## config.mk

```make
export PLATFORM = sky130hd
export DESIGN_NAME = sipo_deserializer
export DESIGN_NICKNAME = d
export VERILOG_FILES = /design/src/rtl/sipo_deserializer_pkg.sv /design/src/rtl/sipo_deserializer_out_buffer.sv /design/src/rtl/sipo_deserializer.sv
export SDC_FILE = /design/constraint.sdc
export NUM_CORES = 1
export LEC_CHECK = 0
export BUFFER_PORTS_ARGS = -buffer_cell sky130_fd_sc_hd__buf_2
export CAP_MARGIN = 20
export CORE_UTILIZATION = 37
export CTS_BUF_LIST = sky130_fd_sc_hd__clkbuf_4
export DETAILED_ROUTE_END_ITERATION = 8
export GPL_ROUTABILITY_DRIVEN = 0
export PLACE_DENSITY = 0.69
export SKIP_LAST_GASP = 1
export SYNTH_ARGS = -nofsm -noshare
export SYNTH_HDL_FRONTEND = slang
export SYNTH_SLANG_ARGS = --single-unit
```

## constraint.sdc

```tcl
create_clock -name clk -period 1.7 [get_ports clk]
set_input_delay 0.34 -clock clk [delete_from_list [all_inputs] [get_ports clk]]
set_output_delay 0.34 -clock clk [all_outputs]
set_load 0.03 [all_outputs]
```

## src/rtl/sipo_deserializer_pkg.sv

```systemverilog
// Shared constants and state encoding for the serial-in/parallel-out deserializer.
package sipo_pkg;

  localparam string DIR_LEFT  = "LEFT";
  localparam string DIR_RIGHT = "RIGHT";

  localparam int unsigned DEFAULT_WIDTH = 8;

  typedef enum logic {
    ST_IDLE     = 1'b0,
    ST_SHIFTING = 1'b1
  } state_e;

endpackage

```

## src/rtl/sipo_deserializer_out_buffer.sv

```systemverilog
// Single-entry output holding register with valid/ready handshake and sticky overrun flag.
module sipo_out_buffer
  import sipo_pkg::*;
#(
  parameter int unsigned WIDTH = DEFAULT_WIDTH
) (
  input  logic             clk,
  input  logic             rst,
  input  logic             clear,
  input  logic             word_valid_i,
  input  logic [WIDTH-1:0] word_i,
  input  logic             po_ready,
  output logic [WIDTH-1:0] po,
  output logic             po_valid,
  output logic             overrun
);

  logic [WIDTH-1:0] po_q, po_d;
  logic             po_valid_q, po_valid_d;
  logic             overrun_q, overrun_d;
  logic             slot_free;

  // The slot is free when empty, or when the held word is consumed on this same edge.
  assign slot_free = !po_valid_q || po_ready;

  always_comb begin
    po_d       = po_q;
    po_valid_d = po_valid_q;
    overrun_d  = overrun_q;

    if (word_valid_i) begin
      if (slot_free) begin
        po_d       = word_i;
        po_valid_d = 1'b1;
      end else begin
        overrun_d  = 1'b1;
      end
    end else if (po_valid_q && po_ready) begin
      po_valid_d = 1'b0;
    end

    if (clear) begin
      overrun_d = 1'b0;
    end
  end

  always_ff @(posedge clk) begin
    if (rst) begin
      po_q       <= '0;
      po_valid_q <= 1'b0;
      overrun_q  <= 1'b0;
    end else begin
      po_q       <= po_d;
      po_valid_q <= po_valid_d;
      overrun_q  <= overrun_d;
    end
  end

  assign po       = po_q;
  assign po_valid = po_valid_q;
  assign overrun  = overrun_q;

endmodule

```

## src/rtl/sipo_deserializer.sv

```systemverilog
// Serial-in/parallel-out deserializer: bit counter, shift register and IDLE/SHIFTING FSM,
// feeding a single-entry output buffer.
module sipo_deserializer
  import sipo_pkg::*;
#(
  parameter string       SHIFT_DIRECTION = DIR_LEFT,
  parameter int unsigned WIDTH           = DEFAULT_WIDTH
) (
  input  logic                     clk,
  input  logic                     rst,
  input  logic                     clear,
  input  logic                     si,
  input  logic                     si_valid,
  output logic [WIDTH-1:0]         po,
  output logic                     po_valid,
  input  logic                     po_ready,
  output logic                     busy,
  output logic [$clog2(WIDTH)-1:0] bit_cnt,
  output logic                     overrun
);

  localparam int unsigned CNT_W   = $clog2(WIDTH);
  localparam bit          IS_LEFT = (SHIFT_DIRECTION == DIR_LEFT);
  localparam bit          IS_RIGHT = (SHIFT_DIRECTION == DIR_RIGHT);

  // Reject unsupported configurations at elaboration.
  if (!(IS_LEFT || IS_RIGHT)) begin : g_bad_dir
    $error("sipo_deserializer: SHIFT_DIRECTION must be \"LEFT\" or \"RIGHT\"");
  end
  if (WIDTH < 2) begin : g_bad_width
    $error("sipo_deserializer: WIDTH must be at least 2");
  end

  state_e             state_q, state_d;
  logic [CNT_W-1:0]   cnt_q, cnt_d;
  logic [WIDTH-1:0]   sr_q, sr_d;
  logic [WIDTH-1:0]   shifted;
  logic               word_done;

  // LEFT: MSB-first, new bit at bit 0. RIGHT: LSB-first, new bit at the top bit.
  assign shifted = IS_LEFT ? {sr_q[WIDTH-2:0], si} : {si, sr_q[WIDTH-1:1]};

  always_comb begin
    state_d   = state_q;
    cnt_d     = cnt_q;
    sr_d      = sr_q;
    word_done = 1'b0;

    if (clear) begin
      state_d = ST_IDLE;
      cnt_d   = '0;
      sr_d    = '0;
    end else if (si_valid) begin
      if (cnt_q == CNT_W'(WIDTH - 1)) begin
        word_done = 1'b1;
        state_d   = ST_IDLE;
        cnt_d     = '0;
        sr_d      = '0;
      end else begin
        state_d = ST_SHIFTING;
        cnt_d   = cnt_q + CNT_W'(1);
        sr_d    = shifted;
      end
    end
  end

  always_ff @(posedge clk) begin
    if (rst) begin
      state_q <= ST_IDLE;
      cnt_q   <= '0;
      sr_q    <= '0;
    end else begin
      state_q <= state_d;
      cnt_q   <= cnt_d;
      sr_q    <= sr_d;
    end
  end

  assign busy    = (state_q == ST_SHIFTING);
  assign bit_cnt = cnt_q;

  // The completed word is the shift register with the final bit already folded in.
  sipo_out_buffer #(
    .WIDTH (WIDTH)
  ) u_out_buffer (
    .clk          (clk),
    .rst          (rst),
    .clear        (clear),
    .word_valid_i (word_done),
    .word_i       (shifted),
    .po_ready     (po_ready),
    .po           (po),
    .po_valid     (po_valid),
    .overrun      (overrun)
  );

endmodule

```

Yosys cells after proc, flatten, opt, wreduce, memory -nomap -nowiden
Index checks and enable logic that the tools add are counted.
W data, S select, Z words.
{"block": "totals", "regBits": 21, "out_inout_bits": 14}
{"block": "classes", "addsub": 1, "eq_ne": 2, "n_mux": 9, "bitwise_logic": 1, "reduce_logical": 8}
{"cell": "$mux W1", "n": 7}
{"cell": "$mux W7", "n": 1}
{"cell": "$reduce_and A2 Y1", "n": 3}
{"cell": "$add A3 B1 Y3 const B", "n": 1}
{"cell": "$eq A3 B3 Y1 const B", "n": 1}
{"cell": "$mux W3", "n": 1}
{"cell": "$ne A2 B2 Y1 const B", "n": 1}
{"cell": "$reduce_bool A2 Y1", "n": 1}
{"cell": "$reduce_or A2 Y1", "n": 1}
{"cell": "$logic_and A1 B1 Y1", "n": 1}
{"cell": "$logic_not A1 Y1", "n": 1}
{"cell": "$logic_or A1 B1 Y1", "n": 1}
{"cell": "$not A1 Y1", "n": 1}

Logic depth before layout (Yosys ltp)
Gate-level depths: netlist (run 1).
{"block": "depth", "ltp_word": 6, "mapped_depth": 6, "depth_no_buf": 5}

Hierarchy
From an unflattened synthesis (run 1), not the netlist that was laid out.
{"block": "hier_totals", "hier_cells": 91, "hier_area_um2": 918.4}
{"module": "sipo_deserializer", "n_inst": 1, "cells_per_inst": 49, "area_each_um2": 481.7}
{"module": "sipo_out_buffer", "n_inst": 1, "cells_per_inst": 42, "area_each_um2": 436.7}

Worst setup path before layout (run 1)
Ideal clock, no wire load.
{"block": "synth_path", "path_kind": "register to register", "start": "register cnt_q[0], in the netlist bit_cnt[0]", "end": "register u_out_buffer.po_q[0], in the netlist u_out_buffer.po[0]", "t_arrival_ns": 1.524, "required_ns": 1.628, "slack_ns": 0.104, "path_stages_with_launch": 7, "path_buffers": 1, "period_less_slack_ns": 1.596, "cell_sequence": "dfxtp_1 -> ha_1 -> ha_1 -> nand3b_2 -> nor2b_2 -> buf_6 -> mux2i_1"}
{"block": "synth_between", "elab_chain_len": 5}
{"element": "start, declared", "line_no": "sipo_deserializer.sv:35", "source": "logic [CNT_W-1:0] cnt_q, cnt_d;"}
{"element": "start signal, assigned", "line_no": "sipo_deserializer.sv:74", "source": "cnt_q <= cnt_d;"}
{"element": "$eq A3 B3 Y1", "line_no": "sipo_deserializer.sv:54", "source": "if (cnt_q == CNT_W'(WIDTH - 1)) begin"}
{"element": "$mux W1", "line_no": "sipo_deserializer.sv:54"}
{"element": "$mux W1", "line_no": "sipo_deserializer.sv:53", "source": "end else if (si_valid) begin"}
{"element": "$mux W1", "line_no": "sipo_deserializer.sv:49", "source": "if (clear) begin"}
{"element": "$reduce_and A2 Y1 (no line)"}
{"element": "end signal, assigned", "line_no": "sipo_deserializer_out_buffer.sv:53", "source": "po_q <= po_d;"}
{"element": "end, declared", "line_no": "sipo_deserializer_out_buffer.sv:18", "source": "logic [WIDTH-1:0] po_q, po_d;"}
No other way between the ends.
A chain may end at the register's enable or synchronous reset.

Final worst setup path (run 1)
{"block": "layout_path", "start": "register cnt_q[0], in the netlist bit_cnt[0]", "end": "register u_out_buffer.po_q[6], in the netlist u_out_buffer.po[6]"}
Same word-level chain as after synthesis.

==> results of run 1 <==
## where the power goes
part	internal, mW	switching, mW
clock	0.108	0.149
sequential	0.496	0.00269
combinational	0.0224	0.0271
## placed cells by master (no fill, tap or decap), types with 2 or more instances in the layout
cell type,synthesis,final
sky130_fd_sc_hd__nand2b_1,24,24
sky130_fd_sc_hd__dfxtp_1,21,21
sky130_fd_sc_hd__buf_2,2,19
sky130_fd_sc_hd__mux2i_1,11,11
sky130_fd_sc_hd__a21oi_1,8,8
sky130_fd_sc_hd__nand3b_1,7,7
sky130_fd_sc_hd__nor2_1,6,6
sky130_fd_sc_hd__clkbuf_4,0,4
sky130_fd_sc_hd__buf_4,1,3
sky130_fd_sc_hd__ha_1,2,2
## layout make-up
cell class / count / share of cell area, %
multi-input combinational: 63 / 42.4
tap: 28 / 3.35
timing repair buffer: 22 / 11.2
sequential: 21 / 40.1
clock buffer: 4 / 2.87
## per-layer routing
metal  routed length (um)  GRT usage (%)  up-vias
li1                     -              -      338
met1                  697           14.0      315
met2                  773           23.5       17
met3                   56           2.68        5
met4                   44           8.11        0
met5                    0              0        -
## per-stage QoR
| step | instance area [um^2] | worst slack, ps | instances |
|---|---|---|---|
| finish | 1050 | 296 | 138 |
| global route | 1050 | 140 | 138 |
| CTS | 1050 | 289 | 138 |
| detailed placement | 1020 | 310 | 134 |
| global placement | 1020 | 369 | 134 |
| floorplan | 897 | 104 | 89 |
## worst paths after layout
check	from	to	slack, ps
setup / recovery	bit_cnt[0]	u_out_buffer.po[6]	300
hold / removal	si	sr_q[0]	310
setup reg to reg	bit_cnt[0]	u_out_buffer.po[6]	300
hold reg to reg	u_out_buffer.po[5]	u_out_buffer.po[5]	480
## tightest hold or removal path, stage by stage
cell and delay, ps:
sky130_fd_sc_hd__buf_2 110, sky130_fd_sc_hd__nand3b_1 70, sky130_fd_sc_hd__a21oi_1 60
## cell families (layout without fill, tap and decap cells)
logic type	Yosys count	in the layout
multiplexers	11	11
adder cells (fa/ha/maj)	2	2
flip-flops	21	21
AND/OR/NAND/NOR	40	40
AO/OA/AOI/OAI	10	10
buffers and inverters	5	26
## state kept, by name (all words and copies together) (netlist names)
name and count:
u_out_buffer.po 8, sr_q 7, bit_cnt 3, busy 1, u_out_buffer.overrun 1, u_out_buffer.po_valid 1
==> results.py, run 1 <==
metrics = {
    "floorplanning": {
        "start_util_pct": 39.8,
        "die_x_um": 51.2,
        "io_pins": 20,
        "core.rowCount": 17,
        "floorplan.die_area_mm2": 0.00263,
        "fp.dieH_um": 51.2,
        "floorplan.core_area_mm2": 0.00225,
    },
    "drt": {
        "routed_via_density": 4.89,
        "drt_iter0_markers": 7,
        "route.vias.total": 675,
        "post_drt_wl_per_cell_um": 11.4,
        "drt_pass1_iterations": 4,
        "drcViolationCount": 0,
        "routed_wl_mm": 1.57,
        "antenna_violating_nets_post_route": 0,
    },
    "cells_and_area": {
        "layout.nets": 119,
        "filler_cell_count_in_the_final_layout": 239,
        "final-seq-area_um2": 420,
        "fraction_of_final_layout_cells_sized_beyond_drive_strength_1_pct": 26.4,
        "area.growth.synth_to_final_pct": 16.7,
        "insertedDiodeCount": 0,
        "multiInputGateArea_um2": 444,
        "final_util_pct": 46.4,
    },
    "yosys": {
        "synth_area_per_cell_um2": 10.1,
        "ys_top_cells_by_area": "sky130_fd_sc_hd__dfxtp_1 (47%), sky130_fd_sc_hd__nand2b_1 (17%), sky130_fd_sc_hd__mux2i_1 (12%)",
        "yosys.area_share.xor_xnor_pct": 0,
        "yosysMostFrequentCell": "sky130_fd_sc_hd__nand2b_1",
        "synth-edff-count": 0,
        "yosys_register_bits": 21,
        "ys_types": 16,
        "synthAdderAreaFrac_pct": 2.79,
        "post_synth_and_or_nand_nor_area_fraction_pct": 28.0,
        "synth_top_cell_area_share_pct": 46.9,
        "post_synth_inst_count": 89,
        "synth_top_family_by_area": "simple AND/OR/NAND/NOR gates",
        "postSynth.asyncResetShare_pct": 0,
        "post_synthesis_cell_area_um2": 897,
        "synth_compound_gate_area_share_pct": 6.42,
        "synth.yosys.warnings": 0,
        "synth.area.mux_share_pct": 12.3,
        "sequential_area_share_after_synthesis_pct": 46.9,
        "yosys_most_used_dff": "sky130_fd_sc_hd__dfxtp_1",
        "synthesis.nets": 97,
        "synthDominantAreaCellType": "sky130_fd_sc_hd__dfxtp_1",
        "synthTopCellsByCount": "sky130_fd_sc_hd__nand2b_1 (24), sky130_fd_sc_hd__dfxtp_1 (21), sky130_fd_sc_hd__mux2i_1 (11), sky130_fd_sc_hd__a21oi_1 (8), sky130_fd_sc_hd__nand3b_1 (7)",
    },
    "worst_setup_path": {
        "worst-path-stages": 6,
        "ff2ff_path_depth": 6,
        "timing.critical_path.to_type": "flop",
        "timing_worst_setup_path_type": "reg2reg",
        "most_used_cell_along_the_critical_path": "sky130_fd_sc_hd__ha_1",
        "crit_path_start_kind": "flop",
        "cp_slowest_cell": "sky130_fd_sc_hd__dfxtp_1",
        "cp_num_buf_inv": 1,
        "worstPathArrival_ps": 1640,
        "critical-path-top-delay-family": "flip-flops",
        "crit_path_cell_trace": "ha_1, ha_1, nand3b_2, nor2b_2, buf_4, mux2i_1",
        "timing.critical_path.slowest_cell_delay_ps": 390,
        "timing.critical_path.required_ps": 1940,
        "worst_path_max_fanout": 8,
    },
    "hold_path": {
        "min_path_cells": 3,
        "worst_hold_path_type": "in2reg",
    },
    "global_route": {
        "grt_antenna_before_repair": 0,
        "groute.usage.overall_pct": 13.1,
        "first_global_vias": 619,
        "grt-ovfl-total": 0,
        "largest_net_degree_at_the_start_of_global_routing": 20,
        "grt_pass1_wl_mm": 2.54,
    },
    "sta": {
        "worstMarginPinSlew_ps": 392,
        "setup_tns_ps": 0,
        "fin_skew_ps": 2.17,
        "finalHoldViolations": 0,
        "maxSlewViolCount": 0,
        "highest_achievable_clock_rate_mhz": 712,
        "period_minus_slack_ps": 1400,
        "whs_ps": 310,
        "rsz_0062_raised_after_global_routing": "false",
        "timing.slew.headroom_pct": 73.9,
        "post-route-period-util_pct": 82.6,
        "final_setup_violation_count": 0,
    },
    "clock_network": {
        "cts_made_buffers": 3,
        "cts-htree-levels": 1,
        "clk_transition_reported_paths_ps": 110,
        "post_cts_resize_count": 0,
        "cts_tree": "done",
        "postCtsHoldBufs": 0,
        "clk_latency_worst_skew_pair_ps": 300,
        "numClockSinks": 21,
        "post_cts_setup_bufs": 0,
        "cts_root_buffer": "sky130_fd_sc_hd__clkbuf_4",
        "cts.path.max_buffers": 2,
    },
    "pwr": {
        "report.power.total_mw": 0.804,
        "power.ir.vdd_worst_uv": 370,
        "cellPowerDensity_mw_per_mm2": 768,
        "power_leakage_nw": 0.418,
    },
    "place": {
        "port-buffer-count": 19,
        "detailed_place_hpwl_mm": 1.08,
    },
    "job": {
        "drv.max_cap_violation_count": 0,
    },
    "outcome": {
        "outcome": "completed",
    },
}
Power figures use the tool's default switching activity.
==> run 2: changes to the inputs <==
--- a/config.mk
+++ b/config.mk
@@ -5,13 +5,14 @@
 export SDC_FILE = /design/constraint.sdc
 export NUM_CORES = 1
 export LEC_CHECK = 0
+export ABC_AREA = 1
 export BUFFER_PORTS_ARGS = -buffer_cell sky130_fd_sc_hd__buf_2
 export CAP_MARGIN = 20
 export CORE_UTILIZATION = 37
 export CTS_BUF_LIST = sky130_fd_sc_hd__clkbuf_4
 export DETAILED_ROUTE_END_ITERATION = 8
 export GPL_ROUTABILITY_DRIVEN = 0
-export PLACE_DENSITY = 0.69
+export PLACE_DENSITY = 0.72
 export SKIP_LAST_GASP = 1
 export SYNTH_ARGS = -nofsm -noshare
 export SYNTH_HDL_FRONTEND = slang
==> constraint.sdc (replaced) <==
create_clock -name clk -period 1.2 [get_ports clk]
set_input_delay 0.24 -clock clk [delete_from_list [all_inputs] [get_ports clk]]
set_output_delay 0.24 -clock clk [all_outputs]
set_load 0.03 [all_outputs]
==> run 2 against run 1 <==
Net effect: synthesized cell count up 26%; cell area up 4.2%; worst setup slack worse by 300 ps; power up 40%; register-to-register slack worse by 300 ps; sequential power up 41%; combinational power up 71%; first-iteration DRC count up 29%; utilization up 7.0 points; largest cell class unchanged; largest power group unchanged.
==> results.py, run 2 <==
metrics = {
    "clock_network": {
        "cts_root_buffer": "sky130_fd_sc_hd__clkbuf_4",
        "clk_transition_reported_paths_ps": 110,
        "numClockSinks": 21,
        "cts-htree-levels": 1,
        "cts_tree": "done",
        "clk_latency_worst_skew_pair_ps": 300,
        "cts_made_buffers": 3,
        "cts.path.max_buffers": 2,
        "post_cts_setup_bufs": 0,
    },
    "pwr": {
        "cellPowerDensity_mw_per_mm2": 1030,
        "power.ir.vdd_worst_uv": 555,
        "power_leakage_nw": 0.446,
        "report.power.total_mw": 1.12,
    },
    "worst_setup_path": {
        "cp_slowest_cell": "sky130_fd_sc_hd__dfxtp_4",
        "cp_num_buf_inv": 0,
        "worstPathArrival_ps": 1440,
        "timing.critical_path.required_ps": 1440,
        "r2r_slack_ps": 0.8,
        "most_used_cell_along_the_critical_path": "sky130_fd_sc_hd__ha_4",
        "worst_path_max_fanout": 8,
        "crit_path_cell_trace": "ha_4, ha_4, nor2_4, nand2_1, a21oi_2",
        "critical-path-top-delay-family": "flip-flops",
        "timing.critical_path.to_type": "flop",
        "timing.critical_path.slowest_cell_delay_ps": 380,
        "crit_path_start_kind": "flop",
        "timing_worst_setup_path_type": "reg2reg",
    },
    "drt": {
        "drcViolationCount": 0,
        "antenna_violating_nets_post_route": 0,
        "routed_wl_mm": 1.69,
        "routed_via_density": 4.61,
        "post_drt_wl_per_cell_um": 10.3,
        "drt_iter0_markers": 9,
        "drt_pass1_iterations": 4,
        "route.vias.total": 756,
    },
    "sta": {
        "fin_skew_ps": 2.42,
        "period_minus_slack_ps": 1200,
        "final_critical_path_setup_slack_ps": 0.753,
        "timing.slew.headroom_pct": 67.1,
        "rsz_0062_raised_after_global_routing": "true",
        "finalHoldViolations": 0,
        "final_setup_violation_count": 0,
        "post-route-period-util_pct": 99.9,
        "setup_tns_ps": 0,
        "maxSlewViolCount": 0,
        "highest_achievable_clock_rate_mhz": 834,
        "worstMarginPinSlew_ps": 493,
    },
    "hold_path": {
        "worst_hold_path_type": "in2reg",
    },
    "cells_and_area": {
        "most-common-layout-cells": "sky130_fd_sc_hd__nand2_1 (28), sky130_fd_sc_hd__nor2_1 (19), sky130_fd_sc_hd__dfxtp_1 (18), sky130_fd_sc_hd__buf_2 (18), sky130_fd_sc_hd__inv_1 (11)",
        "insertedDiodeCount": 0,
        "filler_cell_count_in_the_final_layout": 214,
        "fraction_of_final_layout_cells_sized_beyond_drive_strength_1_pct": 30.7,
        "layout.nets": 146,
        "largest_register_ffs": 8,
        "mostFrequentLayoutCell": "sky130_fd_sc_hd__nand2_1",
        "area.growth.synth_to_final_pct": 29.4,
    },
    "yosys": {
        "yosysMostFrequentCell": "sky130_fd_sc_hd__nand2_1",
        "ys_top_cells_by_area": "sky130_fd_sc_hd__dfxtp_1 (50%), sky130_fd_sc_hd__nand2_1 (13%), sky130_fd_sc_hd__nor2_1 (8.5%)",
        "post_synth_and_or_nand_nor_area_fraction_pct": 34.3,
        "ys_types": 14,
        "post_synth_inst_count": 112,
        "synthesis.nets": 120,
        "postSynth.asyncResetShare_pct": 0,
        "synth_top_family_by_area": "simple AND/OR/NAND/NOR gates",
        "sequential_area_share_after_synthesis_pct": 49.9,
        "synthAdderAreaFrac_pct": 2.97,
        "synthTopCellsByCount": "sky130_fd_sc_hd__nand2_1 (30), sky130_fd_sc_hd__dfxtp_1 (21), sky130_fd_sc_hd__nor2_1 (19), sky130_fd_sc_hd__a21oi_1 (11), sky130_fd_sc_hd__inv_1 (11)",
        "synth.yosys.warnings": 0,
        "synthDominantAreaCellType": "sky130_fd_sc_hd__dfxtp_1",
        "synth.area.mux_share_pct": 0,
        "synth-edff-count": 0,
        "synth_area_per_cell_um2": 7.53,
        "yosys_most_used_dff": "sky130_fd_sc_hd__dfxtp_1",
        "yosys.area_share.xor_xnor_pct": 0,
        "post_synthesis_cell_area_um2": 843,
        "yosys_register_bits": 21,
        "synth_top_cell_area_share_pct": 49.9,
        "synth_compound_gate_area_share_pct": 6.53,
    },
    "outcome": {
        "outcome": "completed",
    },
    "floorplanning": {
        "floorplan.core_area_mm2": 0.00204,
        "start_util_pct": 41.3,
        "io_pins": 20,
        "core.rowCount": 16,
        "die_x_um": 49.7,
        "fp.dieH_um": 49.7,
        "floorplan.die_area_mm2": 0.00247,
    },
    "job": {
        "drv.max_cap_violation_count": 0,
    },
    "global_route": {
        "groute.usage.overall_pct": 14.5,
        "largest_net_degree_at_the_start_of_global_routing": 13,
        "grt-ovfl-total": 0,
        "grt_antenna_before_repair": 0,
        "grt_pass1_wl_mm": 2.67,
        "first_global_vias": 639,
    },
    "place": {
        "dp_worst_setup_slack_ps": -37.5,
        "port-buffer-count": 19,
        "detailed_place_hpwl_mm": 1.18,
    },
}
-- run 2: kinds of logic (layout without fill, tap and decap cells) --
kind of cell    Yosys count  count (layout)
compound gates           11              11
buf+inv                  14              38
flops                    21              21
fa+ha+maj                 2               2
simple gates             64              65
-- run 2: what timing repair did --
action | CTS | global route
endpoints found under the hold margin | 0 | 0
gates cloned | 1 | 0
hold buffers | 0 | 0
pin swaps | 3 | 9
resized for setup | 5 | 3
endpoints found under the setup margin | 12 | 17
-- run 2: routing by layer --
metal	track usage [%]	part of all wire (%)	vias to the layer above
met3	4.01	4.3	4
met5	0	0	-
met1	17.6	48	330
li1	-	-	405
met2	22.5	46	17
met4	9.05	1.5	0
-- run 2: cell type report --
class	count	area, um^2	share of cell area (%)
inverters	13	48.8	4.47
clock buffers	3	22.5	2.06
flip-flops and latches	21	429	39.3
well taps	27	33.8	3.10
clock inverters	1	5.00	0.459
repair buffers	21	116	10.7
multi-input cells	78	435	39.9
-- run 2: worst register-to-register path: cells and delay by family (launching register included) --
family / cells / cell delay (ps)
and+or+nand+nor: 2 / 310
AOI/OAI and AO/OA: 1 / 110
DFF: 1 / 380
adders and majority gates: 2 / 340
-- run 2: final timing paths --
path / cells past startpoint / startpoint / end
setup / recovery: 5 / bit_cnt[1] / sr_q[6]
setup reg to reg: 5 / bit_cnt[1] / sr_q[6]
hold reg to reg: 2 / u_out_buffer.po[6] / u_out_buffer.po[6]
hold / removal: 2 / rst / u_out_buffer.po_valid
-- run 2: per-stage QoR --
step           hold WS (ps)  cell area (um^2)  utilization (%)  instances
6_report               93.9              1090             53.4        164
5_1_grt                83.3              1090             53.4        164
4_1_cts                81.7              1080             52.9        164
3_5_place_dp            422              1020             50.1        159
3_3_place_gp            421              1020             50.1        159
2_1_floorplan           309               885                -        112
-- run 2: report_power, final --
group / switching (mW) / internal, mW
Combinational: 0.0557 / 0.0291
Clock: 0.210 / 0.124
Sequential: 0.00381 / 0.699
Total: 0.270 / 0.852
==> run 3: changes to the inputs <==
--- a/config.mk
+++ b/config.mk
@@ -5,14 +5,13 @@
 export SDC_FILE = /design/constraint.sdc
 export NUM_CORES = 1
 export LEC_CHECK = 0
-export ABC_AREA = 1
 export BUFFER_PORTS_ARGS = -buffer_cell sky130_fd_sc_hd__buf_2
 export CAP_MARGIN = 20
 export CORE_UTILIZATION = 37
 export CTS_BUF_LIST = sky130_fd_sc_hd__clkbuf_4
 export DETAILED_ROUTE_END_ITERATION = 8
 export GPL_ROUTABILITY_DRIVEN = 0
-export PLACE_DENSITY = 0.72
+export PLACE_DENSITY = 0.71
 export SKIP_LAST_GASP = 1
 export SYNTH_ARGS = -nofsm -noshare
 export SYNTH_HDL_FRONTEND = slang
==> run 3 against run 2 <==
Net effect: sequential share of layout area is 2.7 points lower; highest routed layer is now met3; the run now ends with setup timing left; first-iteration DRC count shrank 33%; register-to-register slack got worse by 30 ps.
==> results.py, run 3 (synthesized netlist as in run 1, its figures left out) <==
metrics = {
    "outcome": {
        "outcome": "finished, violations left",
        "failed_checks": "setup timing",
    },
    "clock_network": {
        "clk_latency_worst_skew_pair_ps": 300,
        "cts_tree": "done",
        "cts_root_buffer": "sky130_fd_sc_hd__clkbuf_4",
        "numClockSinks": 21,
        "clk_transition_reported_paths_ps": 130,
        "cts-htree-levels": 1,
        "cts.path.max_buffers": 2,
        "cts_made_buffers": 3,
    },
    "cells_and_area": {
        "largest_register_ffs": 8,
        "most-common-layout-cells": "sky130_fd_sc_hd__nand2b_1 (24), sky130_fd_sc_hd__dfxtp_1 (18), sky130_fd_sc_hd__buf_2 (17)",
        "insertedDiodeCount": 0,
        "mostFrequentLayoutCell": "sky130_fd_sc_hd__nand2b_1",
        "instances_no_fill": 143,
        "area.growth.synth_to_final_pct": 30.7,
        "fraction_of_final_layout_cells_sized_beyond_drive_strength_1_pct": 37.4,
        "layout.nets": 124,
        "final_util_pct": 52.0,
    },
    "worst_setup_path": {
        "r2r_slack_ps": -30,
        "ff2ff_path_depth": 6,
        "timing.critical_path.to_type": "flop",
        "most_used_cell_along_the_critical_path": "sky130_fd_sc_hd__ha_4",
        "timing_worst_setup_path_type": "reg2reg",
        "timing.critical_path.required_ps": 1430,
        "worstPathArrival_ps": 1460,
        "critical_path.reg2reg.endpoint": "u_out_buffer.po[6]",
        "worst_path_max_fanout": 8,
        "crit_path_start_kind": "flop",
        "cp_slowest_cell": "sky130_fd_sc_hd__dfxtp_4",
        "cp_num_buf_inv": 1,
        "crit_path_cell_trace": "ha_4, ha_4, nand3b_4, nor2b_4, buf_12, mux2i_1",
        "timing.critical_path.slowest_cell_delay_ps": 380,
        "reg2reg_from": "bit_cnt[0]",
        "critical-path-top-delay-family": "flip-flops",
    },
    "drt": {
        "routed_via_density": 4.63,
        "post_drt_wl_per_cell_um": 11.1,
        "drt_iter0_markers": 6,
        "routed_wl_mm": 1.59,
        "route.vias.total": 662,
        "drcViolationCount": 0,
        "antenna_violating_nets_post_route": 0,
        "drt_pass1_iterations": 3,
    },
    "global_route": {
        "groute.usage.overall_pct": 13.2,
        "grt_pass1_wl_mm": 2.57,
        "largest_net_degree_at_the_start_of_global_routing": 20,
        "grt-ovfl-total": 0,
        "first_global_vias": 598,
        "grt_antenna_before_repair": 0,
    },
    "hold_path": {
        "holdCritStartpoint": "si",
        "min_delay_worst_endpoint": "u_out_buffer.po[0]",
        "worst_hold_path_type": "in2reg",
        "min_path_cells": 3,
    },
    "sta": {
        "post-route-period-util_pct": 102,
        "period_minus_slack_ps": 1230,
        "final_setup_violation_count": 10,
        "rsz_0062_raised_after_global_routing": "true",
        "timing.slew.headroom_pct": 86.0,
        "finalHoldViolations": 0,
        "highest_achievable_clock_rate_mhz": 814,
        "final_critical_path_setup_slack_ps": -27.9,
        "maxSlewViolCount": 0,
        "whs_ps": 198,
        "fin_skew_ps": 15.9,
        "worstMarginPinSlew_ps": 210,
    },
    "floorplanning": {
        "floorplan.core_area_mm2": 0.00225,
        "io_pins": 20,
        "fp.dieH_um": 51.2,
        "start_util_pct": 39.8,
        "die_x_um": 51.2,
        "core.rowCount": 17,
        "floorplan.die_area_mm2": 0.00263,
    },
    "place": {
        "dp_worst_setup_slack_ps": -51.2,
        "placed_cells_incl_taps": 139,
        "port-buffer-count": 19,
        "detailed_place_hpwl_mm": 1.14,
    },
    "pwr": {
        "power_leakage_nw": 0.460,
        "report.power.total_mw": 1.14,
        "power.ir.vdd_worst_uv": 617,
        "cellPowerDensity_mw_per_mm2": 968,
    },
    "job": {
        "drv.max_cap_violation_count": 0,
    },
}
[run 3: cell count changes in the layout (fill, tap and decap cells not counted), moves of 3 or more]
cell	delta
sky130_fd_sc_hd__a21oi_1	-3
sky130_fd_sc_hd__buf_4	+5
sky130_fd_sc_hd__inv_1	-11
sky130_fd_sc_hd__mux2i_1	+11
sky130_fd_sc_hd__nand2_1	-28
sky130_fd_sc_hd__nand2b_1	+24
sky130_fd_sc_hd__nand3_1	-8
sky130_fd_sc_hd__nand3b_1	+7
sky130_fd_sc_hd__nor2_1	-14
sky130_fd_sc_hd__nor2_4	-4
[run 3: per-stage QoR]
step	instance area, um^2	TNS, ps
floorplan	940	-630
global placement	1110	-48.1
detailed placement	1110	-264
CTS	1160	-212
global route	1170	-891
finish	1170	-84.5
[run 3: timing repair]
item,CTS,global route
resized for setup,5,4
hold endpoints to repair,0,0
setup buffers,0,0
pin swaps,2,5
endpoints found under the setup margin,13,19
hold buffers,0,0
[run 3: area by class of cell]
cell class / instances / area, um^2
Clock buffer: 3 / 22.5
Timing Repair Buffer: 27 / 180
Fill cell: 218 / 1080
Multi-Input combinational cell: 63 / 498
Clock inverter: 1 / 7.51
Tap cell: 28 / 35.0
Sequential cell: 21 / 429
[run 3: where the power goes]
group,internal (mW),switching (mW),total [mW]
Combinational,0.0433,0.0449,0.0881
Clock,0.127,0.217,0.344
Sequential,0.699,0.00366,0.703
Total,0.869,0.266,1.14
[run 3: worst max path at each step]
stage,from,endpoint,slack (ps),depth (start not counted)
CTS,bit_cnt[0],u_out_buffer.po[6],-50,6
global placement,bit_cnt[1],u_out_buffer.po[3],-30,6
global route,bit_cnt[0],u_out_buffer.po[6],-100,6
floorplan,bit_cnt[1],u_out_buffer.po[0],-80,6
detailed placement,bit_cnt[1],u_out_buffer.po[2],-50,6
finish,bit_cnt[0],u_out_buffer.po[6],-30,6
[run 3: tightest hold or removal path, delay by kind of cell]
family | cells | cell delay [ps]
buffers and inverters | 1 | 110
AND/OR/NAND/NOR | 1 | 60
multiplexers | 1 | 60
[run 3: layer usage]
metal	track usage, %	vias up	part of all wire (%)
met4	5.41	0	0
li1	-	348	-
met1	17.0	303	51
met3	2.68	0	3.2
met2	21.5	11	46
met5	0	-	0
